<file path="src/rtl/ped_pkg.sv">
// Shared definitions for the pedestrian crossing controller.
// Holds the controller state enum, default timing constants and the
// lamp one-hot helper used for the violation check.
package ped_pkg;

   typedef enum logic [2:0] {
      IDLE  = 3'd0,
      ARMED = 3'd1,
      WALK  = 3'd2,
      FLASH = 3'd3,
      CLEAR = 3'd4
   } ped_state_e;

   localparam int unsigned WALK_TICKS_DEF   = 8;
   localparam int unsigned FLASH_TICKS_DEF  = 4;
   localparam int unsigned DEBOUNCE_CYC_DEF = 4;
   localparam int unsigned CNT_W_DEF        = 4;

   // True when exactly one vehicle lamp is lit.
   function automatic logic lamps_onehot(input logic g, input logic y, input logic r);
      case ({g, y, r})
         3'b100, 3'b010, 3'b001: return 1'b1;
         default:                return 1'b0;
      endcase
   endfunction

endpackage

</file>
<file path="src/rtl/btn_debounce.sv">
// Push-button conditioner: 2-flop synchronizer followed by a stability
// counter. The debounced level only follows the synchronized input after
// DEBOUNCE_CYC consecutive samples that differ from the current level.
// Ports:
//   clk, rst   - clock, synchronous active-high reset
//   btn        - raw asynchronous button
//   level      - debounced button level
//   press      - one-cycle pulse on a rising edge of level
module btn_debounce
   import ped_pkg::*;
#(
   parameter int unsigned DEBOUNCE_CYC = DEBOUNCE_CYC_DEF
) (
   input  logic clk,
   input  logic rst,
   input  logic btn,
   output logic level,
   output logic press
);

   localparam int unsigned CW = $clog2(DEBOUNCE_CYC + 1);

   logic          sync_q1;
   logic          sync_q2;
   logic [CW-1:0] stable_cnt;

   // Synchronizer, stability counter and registered press pulse.
   always_ff @(posedge clk) begin
      if (rst) begin
         sync_q1    <= 1'b0;
         sync_q2    <= 1'b0;
         level      <= 1'b0;
         press      <= 1'b0;
         stable_cnt <= '0;
      end else begin
         sync_q1 <= btn;
         sync_q2 <= sync_q1;
         press   <= 1'b0;
         if (sync_q2 == level) begin
            stable_cnt <= '0;
         end else if (stable_cnt == CW'(DEBOUNCE_CYC - 1)) begin
            // This is the DEBOUNCE_CYC-th differing sample: accept it.
            level      <= sync_q2;
            press      <= sync_q2;
            stable_cnt <= '0;
         end else begin
            stable_cnt <= stable_cnt + CW'(1);
         end
      end
   end

endmodule

</file>
<file path="src/rtl/ped_crossing.sv">
// Pedestrian crossing controller downstream of the vehicle light FSM.
// Latches debounced button presses and grants a timed WALK phase while
// the vehicle light is red, followed by a flashing DON'T WALK clearance.
// Optional feature: define PED_CHIRP_EN to add the 'chirp' output.
// Ports:
//   clk, rst               - clock, synchronous active-high reset
//   tick                   - one-cycle timing strobe
//   ped_btn                - raw pedestrian button
//   green, yellow, red     - vehicle lamp state
//   walk, dont_walk        - pedestrian lamps
//   req_pending            - latched request awaiting service
//   countdown              - ticks left in WALK/FLASH, else 0
//   violation              - sticky non-one-hot vehicle lamp flag
//   chirp (PED_CHIRP_EN)   - audible drive, toggles per tick in WALK
module ped_crossing
   import ped_pkg::*;
#(
   parameter int unsigned WALK_TICKS   = WALK_TICKS_DEF,
   parameter int unsigned FLASH_TICKS  = FLASH_TICKS_DEF,
   parameter int unsigned DEBOUNCE_CYC = DEBOUNCE_CYC_DEF,
   parameter int unsigned CNT_W        = CNT_W_DEF
) (
   input  logic             clk,
   input  logic             rst,
   input  logic             tick,
   input  logic             ped_btn,
   input  logic             green,
   input  logic             yellow,
   input  logic             red,
   output logic             walk,
   output logic             dont_walk,
   output logic             req_pending,
   output logic [CNT_W-1:0] countdown,
   output logic             violation
`ifdef PED_CHIRP_EN
   ,
   output logic             chirp
`endif
);

   ped_state_e       state;
   ped_state_e       state_d;
   logic             walk_d;
   logic             dont_walk_d;
   logic             req_d;
   logic [CNT_W-1:0] cnt_d;
   logic             violation_d;
   logic             btn_level;
   logic             btn_press;
   logic             press_c;
   logic             fault_c;
   logic             last_tick_c;
`ifdef PED_CHIRP_EN
   logic             chirp_d;
`endif

   btn_debounce #(
      .DEBOUNCE_CYC (DEBOUNCE_CYC)
   ) u_btn_debounce (
      .clk   (clk),
      .rst   (rst),
      .btn   (ped_btn),
      .level (btn_level),
      .press (btn_press)
   );

   // Press pulse qualified by the settled level it reports.
   assign press_c     = btn_press & btn_level;
   assign violation_d = violation | ~lamps_onehot(green, yellow, red);
   assign fault_c     = violation_d;
   assign last_tick_c = tick && (countdown == CNT_W'(1));

   // State and output registers.
   always_ff @(posedge clk) begin
      if (rst) begin
         state       <= IDLE;
         walk        <= 1'b0;
         dont_walk   <= 1'b1;
         req_pending <= 1'b0;
         countdown   <= '0;
         violation   <= 1'b0;
`ifdef PED_CHIRP_EN
         chirp       <= 1'b0;
`endif
      end else begin
         state       <= state_d;
         walk        <= walk_d;
         dont_walk   <= dont_walk_d;
         req_pending <= req_d;
         countdown   <= cnt_d;
         violation   <= violation_d;
`ifdef PED_CHIRP_EN
         chirp       <= chirp_d;
`endif
      end
   end

   // Next-state logic; lamp faults and red dropping override any tick.
   always_comb begin
      state_d = state;
      if (fault_c) begin
         state_d = CLEAR;
      end else begin
         case (state)
            IDLE:    if (press_c) state_d = ARMED;
            ARMED:   if (red) state_d = WALK;
            WALK: begin
               if (!red)             state_d = CLEAR;
               else if (last_tick_c) state_d = FLASH;
            end
            FLASH: begin
               if (!red || last_tick_c) state_d = CLEAR;
            end
            CLEAR: begin
               if (!red) state_d = (req_pending || press_c) ? ARMED : IDLE;
            end
            default: state_d = IDLE;
         endcase
      end
   end

   // Output next values, derived from the state being entered.
   always_comb begin
      walk_d      = 1'b0;
      dont_walk_d = 1'b1;
      cnt_d       = '0;
      req_d       = req_pending;
`ifdef PED_CHIRP_EN
      chirp_d     = 1'b0;
`endif
      // A press in ARMED is already covered by the pending request.
      if (press_c && (state != ARMED)) req_d = 1'b1;

      case (state_d)
         WALK: begin
            walk_d      = 1'b1;
            dont_walk_d = 1'b0;
            if (state == ARMED) begin
               cnt_d = CNT_W'(WALK_TICKS);
               req_d = 1'b0;
            end else begin
               cnt_d = tick ? (countdown - CNT_W'(1)) : countdown;
`ifdef PED_CHIRP_EN
               chirp_d = chirp ^ tick;
`endif
            end
         end
         FLASH: begin
            if (state == WALK) begin
               cnt_d       = CNT_W'(FLASH_TICKS);
               dont_walk_d = 1'b1;
            end else begin
               cnt_d       = tick ? (countdown - CNT_W'(1)) : countdown;
               dont_walk_d = dont_walk ^ tick;
            end
         end
         default: ;
      endcase
   end

endmodule

</file>
<file path="config.mk">
export PLATFORM = sky130hd
export DESIGN_NAME = ped_crossing
export DESIGN_NICKNAME = d
export VERILOG_FILES = /design/src/rtl/ped_pkg.sv /design/src/rtl/btn_debounce.sv /design/src/rtl/ped_crossing.sv
export SDC_FILE = /design/constraint.sdc
export NUM_CORES = 1
export LEC_CHECK = 0
export ABC_AREA = 1
export BUFFER_PORTS_ARGS = -buffer_cell sky130_fd_sc_hd__buf_4
export CAP_MARGIN = 0
export CORE_MARGIN = 2
export CORE_UTILIZATION = 41
export DETAILED_ROUTE_END_ITERATION = 6
export PLACE_DENSITY = 0.6
export SLEW_MARGIN = 20
export SYNTH_ARGS = -nofsm -noshare
export SYNTH_HDL_FRONTEND = slang
export SYNTH_SLANG_ARGS = --single-unit
</file>
<file path="constraint.sdc">
create_clock -name clk -period 1.6 [get_ports clk]
set_input_delay 0.08 -clock clk [delete_from_list [all_inputs] [get_ports clk]]
set_output_delay 0.08 -clock clk [all_outputs]
set_load 0.01 [all_outputs]
</file>
==> reports/qor.yml <==
synth_xor_area_frac: 0.0442
via_count: 843
period_share: 0.912
synth_most_common_cell: "nand2_1"
synth-main-ff-cell: "dfxtp_1"
synth_cell_type_count: 26
relSlewSlack: 0.853
tightestPinTransition_ns: 0.219
worst_setup_path_end_kind: "flop"
avgViaCountPerCell: 4.61
synthAdderAreaFrac: 0.0505
yosysWarningCount: 0
grtUsageTotal: 0.151
finalHoldViolCount: 0
crit_required_ns: 1.82
port_buffers: 14
start_kind: "flop"
clk_latency_ns: 0.28
period_minus_slack_ns: 1.46
status: "finished, final reports clean"
fin_nets: 168
clkSinkCount: 18
core_um2: 2250
htree_num_levels: 1
overflow: 0
synthToLayoutAreaGrowth_pct: 19.6
synth-simple-area-share: 0.347
syn_inst: 138
synthMuxAreaShare: 0
diodes: 0
critPathMaxFanout: 4
first_pass_iters: 4
initial_core_util: 0.440
postRouteAntennaNets: 0
pin_count: 15
fmax_ghz: 0.685
maxSlewViolCount: 0
netlist_top_cells_count: "28 x nand2_1, 22 x inv_1, 18 x dfxtp_1"
async_flop_share: 0
cts_buffers: 3
place_congestion: 0.838
die_area_um2: 2830
cp_slowest_cell: "dfxtp_2"
ir_drop_mv: 0.626
root_buffer: "clkbuf_4"
seq_area_frac_synth: 0.364
mappedNetlistNets: 149
p_leak_nw: 0.572
path_clk_slew_ns: 0.09
cp.arrival_ns: 1.68
die_w_um: 53.2
ys_ff_latch: 18
wl_per_cell_um: 9.65
pwr_density_cell_nw_per_um2: 628
synth_area_um2: 991
hold_class: "input port to flop"
synth_compound_area_frac: 0.0795
hpwl_um: 1370
fillCellCount: 215
synth_top_area_cell: "dfxtp_1"
yosys-top-cells-area: "dfxtp_1 36%, nand2_1 11%, inv_1 8.3%"
setup_viol_count_final: 0
cts_tree: "built"
antenna_found_initial: 0
setup_tns_ns: 0
path_class: "flop to flop"
placementRows: 17
drc_errors: 0
max_stage_delay_ns: 0.34
clock_path_buffers: 2
die-height_um: 53.2
grt_max_degree: 12
drtIter0Drc: 31
hold_slack_ns: 0.0326
drt_wl_total_um: 1770
drive_gt1_frac: 0.284
maxCapViolations: 0
grt_first_pass_wirelength_um: 3140
fin_skew_ns: 0.00630
synth_top_family_by_area: "simple AND/OR/NAND/NOR gates"
synth_edf_count: 0
synth_top_area_frac: 0.364
grt_pass1_vias: 775
worstPathCellList: "inv_2 -> ha_4 -> inv_1 -> nor2_2 -> nand2_2 -> nand3_4 -> nand3_1 -> nor2_2 -> nand3_1 -> nand2_1 -> nand2_2 -> nor2_1"
avgSynthCellArea_um2: 7.18
## registers in the layout (all words and copies together) (netlist names)
signal,count
countdown,4
state,3
u_btn_debounce.stable_cnt,3
dont_walk,1
req_pending,1
u_btn_debounce.level,1
u_btn_debounce.press,1
u_btn_debounce.sync_q1,1
u_btn_debounce.sync_q2,1
violation,1
walk,1
## final timing paths
kind / endpoint / from / slack [ns] / cells after the start
setup / recovery: countdown[1] / countdown[1] / 0.14 / 12
setup reg to reg: countdown[1] / countdown[1] / 0.14 / 12
hold / removal: countdown[3] / rst / 0.03 / 2
hold reg to reg: u_btn_debounce.sync_q2 / u_btn_debounce.sync_q1 / 0.41 / 2
## through the flow
stage / cell area (um2) / cells / power [W] / setup WS (ns) / util
after floorplan: 991 / 138 / 0.000518 / 0.136 / -
after CTS: 1150 / 182 / 0.000759 / 0.0995 / 0.511
after global placement: 1120 / 178 / 0.000537 / 0.140 / 0.496
after global routing: 1180 / 183 / 0.000783 / -0.0187 / 0.526
final: 1180 / 183 / 0.000744 / 0.141 / 0.526
after detailed placement: 1120 / 178 / 0.000539 / 0.110 / 0.496
## cells by family (layout without fill, tap and decap cells)
logic type,count (synthesis),count (layout)
buffers and inverters,28,45
adders and majority gates,4,4
and+or+nand+nor,70,70
AOI/OAI and AO/OA,13,13
xor gates and xnor gates,5,5
DFF,18,18
## power breakdown
group	internal (W)	switching (W)
Combinational	0.0000277	0.0000418
Clock	0.0000874	0.000126
Sequential	0.000455	0.00000547
Total	0.000570	0.000173
## cells in the final DEF (no fill, tap or decap), types with 3 or more instances in the layout
| cell type | instances |
|---|---|
| inv_1 | 21 |
| nand2_1 | 27 |
| nand3_1 | 10 |
| nor2_2 | 5 |
| xor2_1 | 4 |
| nor2_1 | 15 |
| ha_1 | 3 |
| inv_2 | 4 |
| a21oi_1 | 6 |
| clkbuf_4 | 3 |
| nand2_2 | 6 |
| dfxtp_1 | 17 |
| buf_4 | 16 |
## layout make-up
type | instances | area (um2) | share of cell area
tap | 28 | 35.0 | 0.0296
multi-input combinational | 92 | 542 | 0.457
clock buffer | 3 | 22.5 | 0.0190
inverter | 25 | 93.8 | 0.0792
timing repair buffer | 17 | 130 | 0.110
sequential | 18 | 362 | 0.305
## layer usage
| layer | GRT usage | vias up | part of all wire |
|---|---|---|---|
| met4 | 0.0427 | 0 | 0.0079 |
| met3 | 0.0508 | 2 | 0.050 |
| li1 | - | 457 | - |
| met5 | 0 | - | 0 |
| met1 | 0.185 | 363 | 0.48 |
| met2 | 0.248 | 21 | 0.46 |
## worst max-delay path: cells and delay by family (launching register included)
kind	cells	cell delay [ns]
and+or+nand+nor	9	0.81
DFF	1	0.34
adders and majority gates	1	0.13
buffers and inverters	2	0.12
## what timing repair did
action                                  4_1_cts  5_1_grt
endpoints found under the setup margin        0        6
hold buffers                                  1        0
resized for setup                             0        7
setup buffers                                 0        1
hold endpoints to repair                      1        0
No activity file was read; power rests on OpenSTA's default activity.
